## src/rtl/lock_pkg.sv

```systemverilog
// Shared types and constants for the code-entry lock controller.
// Latency: n/a (package). Backpressure: n/a.
// Ports: none. Provides lock_state_t, DIGIT_W, KEYS and the code-width helper code_w().
package lock_pkg;

   localparam int DIGIT_W = 2;   // bits per entered digit
   localparam int KEYS    = 4;   // keypad buttons, one per digit value

   typedef enum logic [2:0] {
      ST_IDLE,
      ST_ENTRY,
      ST_CHECK,
      ST_OPEN,
      ST_PROGRAM,
      ST_LOCKOUT
   } lock_state_t;

   // Width of a packed code holding code_len digits, first digit in the MSBs.
   function automatic int code_w(input int code_len);
      return code_len * DIGIT_W;
   endfunction

endpackage

```

## src/rtl/key_debouncer.sv

```systemverilog
// Tick generator plus tick-sampled debouncer with a one-hot press event output.
// Latency: tick 3 clk_in cycles after a divided_clk rise; key_valid 1 cycle after the settling tick.
// Backpressure: none; key_valid is a single-cycle pulse that must be consumed when seen.
// Ports: clk_in/rst (async, active-high); divided_clk (async slow square wave); raw[W-1:0] bouncy keys;
//        tick (1-cycle pulse per synchronized divided_clk rise); key_valid/key_idx (press of a single key).
module key_debouncer
   import lock_pkg::*;
#(
   parameter int  W     = KEYS,
   localparam int IDX_W = (W > 1) ? $clog2(W) : 1
) (
   input  logic             clk_in,
   input  logic             rst,
   input  logic             divided_clk,
   input  logic [W-1:0]     raw,
   output logic             tick,
   output logic             key_valid,
   output logic [IDX_W-1:0] key_idx
);

   // dclk_q[1:0] is the synchronizer, dclk_q[2] the edge-detect register.
   logic [2:0]       dclk_q,      dclk_d;
   logic             tick_q,      tick_d;
   logic [W-1:0]     sync1_q,     sync1_d;
   logic [W-1:0]     sync2_q,     sync2_d;
   logic [W-1:0]     samp_q,      samp_d;
   logic [W-1:0]     deb_q,       deb_d;
   logic             key_valid_q, key_valid_d;
   logic [IDX_W-1:0] key_idx_q,   key_idx_d;
   logic             one_hot;

   always_comb begin
      dclk_d  = {dclk_q[1:0], divided_clk};
      tick_d  = dclk_q[1] & ~dclk_q[2];
      sync1_d = raw;
      sync2_d = sync1_q;
      samp_d  = samp_q;
      deb_d   = deb_q;
      // Accept a new level only when two consecutive tick samples agree.
      if (tick_q) begin
         samp_d = sync2_q;
         if (sync2_q == samp_q) begin
            deb_d = sync2_q;
         end
      end
      one_hot     = (deb_d != '0) && ((deb_d & (deb_d - W'(1))) == '0);
      // Only a clean 0 -> single-key transition is a press; chords and
      // chord-to-single transitions wait for a full release first.
      key_valid_d = (deb_q == '0) && one_hot;
      key_idx_d   = '0;
      for (int i = 0; i < W; i++) begin
         if (deb_d[i]) begin
            key_idx_d = IDX_W'(i);
         end
      end
   end

   always_ff @(posedge clk_in or posedge rst) begin
      if (rst) begin
         dclk_q      <= '0;
         tick_q      <= 1'b0;
         sync1_q     <= '0;
         sync2_q     <= '0;
         samp_q      <= '0;
         deb_q       <= '0;
         key_valid_q <= 1'b0;
         key_idx_q   <= '0;
      end else begin
         dclk_q      <= dclk_d;
         tick_q      <= tick_d;
         sync1_q     <= sync1_d;
         sync2_q     <= sync2_d;
         samp_q      <= samp_d;
         deb_q       <= deb_d;
         key_valid_q <= key_valid_d;
         key_idx_q   <= key_idx_d;
      end
   end

   assign tick      = tick_q;
   assign key_valid = key_valid_q;
   assign key_idx   = key_idx_q;

endmodule

```

## src/rtl/lock_controller.sv

```systemverilog
// Code-entry lock: debounced keypad entry, code compare, unlock/reprogram, failed-attempt lockout.
// Latency: key event to digit_cnt 1 cycle; last digit -> CHECK 1 cycle -> outputs 1 cycle; all outputs registered.
// Backpressure: none; key events outside IDLE/ENTRY/PROGRAM are dropped.
// Ports: clk_in/rst (async, active-high); divided_clk (async tick source); btn[3:0] raw keys; set_code raw switch;
//        unlocked, lockout, error, digit_cnt[2:0], fail_cnt[1:0] status outputs.
module lock_controller
   import lock_pkg::*;
#(
   parameter int                          CODE_LEN      = 4,
   parameter logic [code_w(CODE_LEN)-1:0] DEFAULT_CODE  = 8'b00_01_10_11,
   parameter int                          MAX_FAILS     = 3,
   parameter int                          UNLOCK_TICKS  = 25,
   parameter int                          LOCKOUT_TICKS = 100,
   parameter int                          ENTRY_TIMEOUT = 20
) (
   input  logic       clk_in,
   input  logic       rst,
   input  logic       divided_clk,
   input  logic [3:0] btn,
   input  logic       set_code,
   output logic       unlocked,
   output logic       lockout,
   output logic       error,
   output logic [2:0] digit_cnt,
   output logic [1:0] fail_cnt
);

   localparam int CODE_W = code_w(CODE_LEN);
   localparam int MAX_T  = (UNLOCK_TICKS > LOCKOUT_TICKS)
                         ? ((UNLOCK_TICKS > ENTRY_TIMEOUT) ? UNLOCK_TICKS : ENTRY_TIMEOUT)
                         : ((LOCKOUT_TICKS > ENTRY_TIMEOUT) ? LOCKOUT_TICKS : ENTRY_TIMEOUT);
   localparam int TICK_W = $clog2(MAX_T) + 1;

   logic               btn_tick, set_tick, tick;
   logic               key_vld, set_vld, set_rise;
   logic [DIGIT_W-1:0] key_idx;
   logic [0:0]         set_idx;

   key_debouncer #(.W(KEYS)) u_btn_deb (
      .clk_in      (clk_in),
      .rst         (rst),
      .divided_clk (divided_clk),
      .raw         (btn),
      .tick        (btn_tick),
      .key_valid   (key_vld),
      .key_idx     (key_idx)
   );

   key_debouncer #(.W(1)) u_set_deb (
      .clk_in      (clk_in),
      .rst         (rst),
      .divided_clk (divided_clk),
      .raw         (set_code),
      .tick        (set_tick),
      .key_valid   (set_vld),
      .key_idx     (set_idx)
   );

   // Both instances see the same divided_clk, so their ticks coincide.
   assign tick     = btn_tick | set_tick;
   // A 1-bit "press" is a debounced rising edge; its only key index is 0.
   assign set_rise = set_vld & ~set_idx[0];

   lock_state_t        state_q,     state_d;
   logic [CODE_W-1:0]  entry_q,     entry_d;   // also the staging register in PROGRAM
   logic [CODE_W-1:0]  code_q,      code_d;
   logic [2:0]         digit_cnt_q, digit_cnt_d;
   logic [1:0]         fail_cnt_q,  fail_cnt_d;
   logic               error_q,     error_d;
   logic [TICK_W-1:0]  timer_q,     timer_d;
   logic               unlocked_q,  unlocked_d;
   logic               lockout_q,   lockout_d;

   logic [CODE_W-1:0]  key_shift;
   logic [2:0]         digit_inc;
   logic               last_digit;
   logic [1:0]         fail_inc;
   logic               key_taken;
   logic               unlock_exp, lockout_exp, entry_exp;

   // Expiry fires on the tick that brings the count to the limit.
   assign unlock_exp  = tick && (timer_q == TICK_W'(UNLOCK_TICKS - 1));
   assign lockout_exp = tick && (timer_q == TICK_W'(LOCKOUT_TICKS - 1));
   assign entry_exp   = tick && (timer_q == TICK_W'(ENTRY_TIMEOUT - 1));

   assign key_shift  = {entry_q[CODE_W-DIGIT_W-1:0], key_idx};
   assign digit_inc  = digit_cnt_q + 3'd1;
   assign last_digit = (digit_inc == 3'(CODE_LEN));
   assign fail_inc   = (fail_cnt_q == 2'(MAX_FAILS)) ? fail_cnt_q : fail_cnt_q + 2'd1;

   // State register
   always_ff @(posedge clk_in or posedge rst) begin
      if (rst) begin
         state_q <= ST_IDLE;
      end else begin
         state_q <= state_d;
      end
   end

   // Next-state and datapath
   always_comb begin
      state_d     = state_q;
      entry_d     = entry_q;
      code_d      = code_q;
      digit_cnt_d = digit_cnt_q;
      fail_cnt_d  = fail_cnt_q;
      error_d     = error_q;
      key_taken   = 1'b0;
      case (state_q)
         ST_IDLE: begin
            if (key_vld) begin
               entry_d     = CODE_W'(key_idx);
               digit_cnt_d = 3'd1;
               error_d     = 1'b0;
               state_d     = ST_ENTRY;
            end
         end
         ST_ENTRY: begin
            // A key event beats a timeout tick in the same cycle.
            if (key_vld) begin
               key_taken   = 1'b1;
               entry_d     = key_shift;
               digit_cnt_d = digit_inc;
               if (last_digit) begin
                  state_d = ST_CHECK;
               end
            end else if (entry_exp) begin
               digit_cnt_d = '0;
               state_d     = ST_IDLE;
            end
         end
         ST_CHECK: begin
            digit_cnt_d = '0;
            if (entry_q == code_q) begin
               fail_cnt_d = '0;
               state_d    = ST_OPEN;
            end else begin
               fail_cnt_d = fail_inc;
               error_d    = 1'b1;
               state_d    = (fail_inc == 2'(MAX_FAILS)) ? ST_LOCKOUT : ST_IDLE;
            end
         end
         ST_OPEN: begin
            if (set_rise) begin
               digit_cnt_d = '0;
               state_d     = ST_PROGRAM;
            end else if (unlock_exp) begin
               state_d = ST_IDLE;
            end
         end
         ST_PROGRAM: begin
            if (key_vld) begin
               key_taken = 1'b1;
               if (last_digit) begin
                  code_d      = key_shift;
                  digit_cnt_d = '0;
                  state_d     = ST_IDLE;
               end else begin
                  entry_d     = key_shift;
                  digit_cnt_d = digit_inc;
               end
            end else if (entry_exp) begin
               digit_cnt_d = '0;
               state_d     = ST_IDLE;
            end
         end
         ST_LOCKOUT: begin
            if (lockout_exp) begin
               fail_cnt_d = '0;
               error_d    = 1'b0;
               state_d    = ST_IDLE;
            end
         end
         default: begin
            state_d = ST_IDLE;
         end
      endcase
      // Timers restart on every state entry and on every accepted digit.
      if ((state_d != state_q) || key_taken || (state_q == ST_IDLE)) begin
         timer_d = '0;
      end else if (tick) begin
         timer_d = timer_q + TICK_W'(1);
      end else begin
         timer_d = timer_q;
      end
   end

   // Outputs, decoded from the next state so the flops line up with state_q
   always_comb begin
      unlocked_d = (state_d == ST_OPEN) || (state_d == ST_PROGRAM);
      lockout_d  = (state_d == ST_LOCKOUT);
   end

   always_ff @(posedge clk_in or posedge rst) begin
      if (rst) begin
         entry_q     <= '0;
         code_q      <= DEFAULT_CODE;
         digit_cnt_q <= '0;
         fail_cnt_q  <= '0;
         error_q     <= 1'b0;
         timer_q     <= '0;
         unlocked_q  <= 1'b0;
         lockout_q   <= 1'b0;
      end else begin
         entry_q     <= entry_d;
         code_q      <= code_d;
         digit_cnt_q <= digit_cnt_d;
         fail_cnt_q  <= fail_cnt_d;
         error_q     <= error_d;
         timer_q     <= timer_d;
         unlocked_q  <= unlocked_d;
         lockout_q   <= lockout_d;
      end
   end

   assign unlocked  = unlocked_q;
   assign lockout   = lockout_q;
   assign error     = error_q;
   assign digit_cnt = digit_cnt_q;
   assign fail_cnt  = fail_cnt_q;

endmodule

```

## config.mk

```make
export PLATFORM = sky130hd
export DESIGN_NAME = lock_controller
export DESIGN_NICKNAME = d
export VERILOG_FILES = /design/src/rtl/lock_pkg.sv /design/src/rtl/key_debouncer.sv /design/src/rtl/lock_controller.sv
export SDC_FILE = /design/constraint.sdc
export NUM_CORES = 1
export LEC_CHECK = 0
export BUFFER_PORTS_ARGS = -buffer_cell sky130_fd_sc_hd__buf_4
export CAP_MARGIN = 20
export CORE_MARGIN = 2
export CORE_UTILIZATION = 30
export CTS_BUF_LIST = sky130_fd_sc_hd__clkbuf_8 sky130_fd_sc_hd__clkbuf_16
export CTS_CLUSTER_SIZE = 20
export DETAILED_ROUTE_END_ITERATION = 16
export PLACE_DENSITY = 0.55
export SLEW_MARGIN = 20
export SYNTH_ARGS = -nofsm -noshare
export SYNTH_HDL_FRONTEND = slang
export SYNTH_HIERARCHICAL = 1
export SYNTH_SLANG_ARGS = --single-unit
```

## constraint.sdc

```tcl
create_clock -name clk_in -period 2.6 [get_ports clk_in]
set_input_delay 0 -clock clk_in [delete_from_list [all_inputs] [get_ports clk_in]]
set_output_delay 0 -clock clk_in [all_outputs]
set_load 0.05 [all_outputs]
```

==> flow_metrics.tcl <==
set metrics [dict create \
    fin_setup_tns_ns 0 \
    drv_cap 0 \
    grt_max_degree 36 \
    slowest_stage "dfrtp_1" \
    worst_setup_path_start_kind "flop" \
    crit_top_cell "ha_1" \
    hold_viol_final 0 \
    top_level_ports 16 \
    grtUsageMet3_pct 3.56 \
    cts_max_path_buffers 2 \
    grt.total_usage_pct 11.1 \
    maxSlewHeadroom_pct 43.9 \
    dp_hpwl_um 4070 \
    die_h_um 106 \
    fin_nets 306 \
    htree_num_levels 3 \
    arrival_ns 2.44 \
    crit_type "reg -> reg" \
    ant_nets 0 \
    post-synth-top-area-cell "dfrtp_1" \
    grt_antenna_before_repair 0 \
    hp-class "in -> async" \
    wl_per_cell_um 13.4 \
    netlist.area_leader.share_pct 50.2 \
    p_leak_nw 1.61 \
    drc 0 \
    path_clk_slew_ns 0.07 \
    clkSinkCount 67 \
    dr.pass1.iters 4 \
    overflow 0 \
    port_buffers 15 \
    yosysSeqAreaShare_pct 53.6 \
    drt_iter0_markers 95 \
    core-area_mm2 0.0102 \
    synth-seq-cells 67 \
    slowest_delay_ns 0.42 \
    insertion_delay_ns 0.34 \
    dpl.cell_count 411 \
    synth_fp_nets 279 \
    period_share_pct 84.3 \
    cp.required_ns 2.85 \
    slew_viol_final 0 \
    synth.area.top_cells "dfrtp_1 50%, mux2_2 4.3%, dfstp_2 3.3%, xor2_1 3.3%, ha_1 2.0%" \
    crit_chain "ha_1, ha_1, nand2_1, o41ai_2, o32a_2, a21o_2, a221oi_2" \
    yosys_most_used_dff "dfrtp_1" \
    post_cts_buffers 0 \
    cts_buffers 9 \
    initial_core_util_pct 30.7 \
    status "complete, no violations" \
    finClkSkew_ns 0.00913 \
    fill_cells 996 \
    die_width_um 106 \
    root_buffer "clkbuf_8" \
    synth_cells 266 \
    drt-vias-per-instance 4.80 \
    drive_above_1_share_pct 22.1 \
    pwr_density_cell_mw_per_mm2 916 \
    gr-max-usage-layer "met2" \
    postSynth.asyncResetShare_pct 100 \
    setup_viol 0 \
    rows 37 \
    max_freq_ghz 0.456 \
    vdd_drop_max_uv 388 \
    die_area_mm2 0.0113 \
    met1_usage_pct 14.4 \
    wl_um 5810 \
    end_kind "flop" \
    cp_num_buf_inv 0 \
    crit_fanout 8 \
    grt_use_met2_pct 17.9 \
    area_growth_pct 16.3 \
    antennaDiodeCount 0 \
    period_needed_ns 2.19 \
    yosysUniqueCellTypes 62 \
    vias 2082 \
    rsz0062_at_grt "false" \
    synth-edff-count 0 \
    syn_area_mm2 0.00314 \
    yosysWarningCount 6 \
    path_delay_family "compound AO/OA/AOI/OAI gates" \
    grt_pass1_wl_um 9910 \
    cts_tree "yes" \
    whs_ns 0.182 \
    gp_congestion 0.795 \
    synth.avg_cell_area_um2 11.8 \
    grt_pass1_vias 2068 \
    stdcell_count 434 \
    worstMarginPinSlew_ns 0.841 \
]
[kinds of logic (layout without fill, tap and decap cells)]
| kind of cell | Yosys count | in the layout | synth area share (%) |
|---|---|---|---|
| AOI/OAI and AO/OA | 64 | 64 | 16.5 |
| xor gates and xnor gates | 20 | 20 | 5.82 |
| adders and majority gates | 6 | 6 | 2.31 |
| buffers and inverters | 20 | 52 | 2.63 |
| DFF | 67 | 67 | 53.6 |
| muxes | 15 | 15 | 5.38 |
| other | 1 | 1 | 0.120 |
| and+or+nand+nor | 73 | 73 | 13.6 |
[cell usage after synthesis (4+ instances only)]
master     n
a22o_1     6
o21a_1     4
mux2_2    12
nand3_1    7
dfstp_2    4
nand2b_1  10
xor2_1    12
xnor2_1    7
a211oi_1   7
inv_1     13
nand2_1   16
a21oi_1    8
ha_1       5
o21ai_0    7
dfrtp_1   63
nor2_1    12
o21ai_1    4
[layout by cell type (no fill, tap or decap), drive strengths merged, types with 8 or more instances in the layout]
master  synthesis  layout
xnor2           8       8
inv            13      15
clkbuf          3       9
mux2           15      15
nand2          16      16
dfrtp          63      63
nor2           12      12
buf             4      16
xor2           12      12
nand2b         10      10
o21ai          11      11
a21oi           9       9
[flip-flops by register name, indices dropped and copies added, names as in the netlist, 4 cells and up]
signal / count
u_btn_deb/samp_q: 4
u_btn_deb/sync2_q: 4
u_btn_deb/sync1_q: 4
code_q: 8
u_btn_deb/deb_q: 4
entry_q: 8
timer_q: 8
[per-layer routing]
metal	vias up	share of wire, %
li1	1012	-
met1	1020	47
met2	43	47
met3	7	4.7
met4	0	1.0
met5	-	0
[power by group]
| part | switching (mW) | internal (mW) |
|---|---|---|
| combinational | 0.683 | 0.421 |
| clock | 0.395 | 0.432 |
| sequential | 0.201 | 1.21 |
| total | 1.28 | 2.07 |
[per-stage QoR]
stage | worst slack, ns | utilization [%] | power, mW | area (um2)
2_1_floorplan | 0.360 | - | 2.25 | 3140
3_3_place_gp | 0.503 | 33.2 | 2.52 | 3390
3_5_place_dp | 0.457 | 33.2 | 2.53 | 3390
4_1_cts | 0.433 | 35.7 | 3.39 | 3650
5_1_grt | 0.233 | 35.7 | 3.56 | 3650
6_report | 0.409 | 35.7 | 3.34 | 3650
[path summary, 6_finish.rpt]
path | start | endpoint | slack, ns | cells past startpoint
max reg2reg | digit_cnt[0] | timer_q[1] | 0.41 | 7
max | digit_cnt[0] | timer_q[1] | 0.41 | 7
min in group clk_in | btn[0] | u_btn_deb/sync1_q[0] | 0.31 | 2
min | rst | u_set_deb/tick | 0.18 | 3
max in group asynchronous | rst | u_btn_deb/deb_q[3] | 1.67 | 3
min reg2reg | u_set_deb/dclk_q[0] | u_set_deb/dclk_q[1] | 0.35 | 0
[what timing repair did]
item / in CTS / in global routing
hold buffers: 7 / 0
hold endpoints to repair: 70 / 0
resized for setup: 0 / 0
[final cells by class]
class	instances	area [um2]	area share, %
Multi-Input combinational cell	179	1370	37.6
Timing Repair Buffer	23	190	5.21
Clock inverter	7	62.6	1.71
Clock buffer	9	124	3.39
Inverter	13	48.8	1.34
Tap cell	136	170	4.66
Sequential cell	67	1680	46.1
[tightest hold or removal path, stage by stage]
cell and delay, ns:
dlygate4sd3_1 0.53, buf_4 0.14, inv_1 0.25
(Power assumes the default switching activity.)
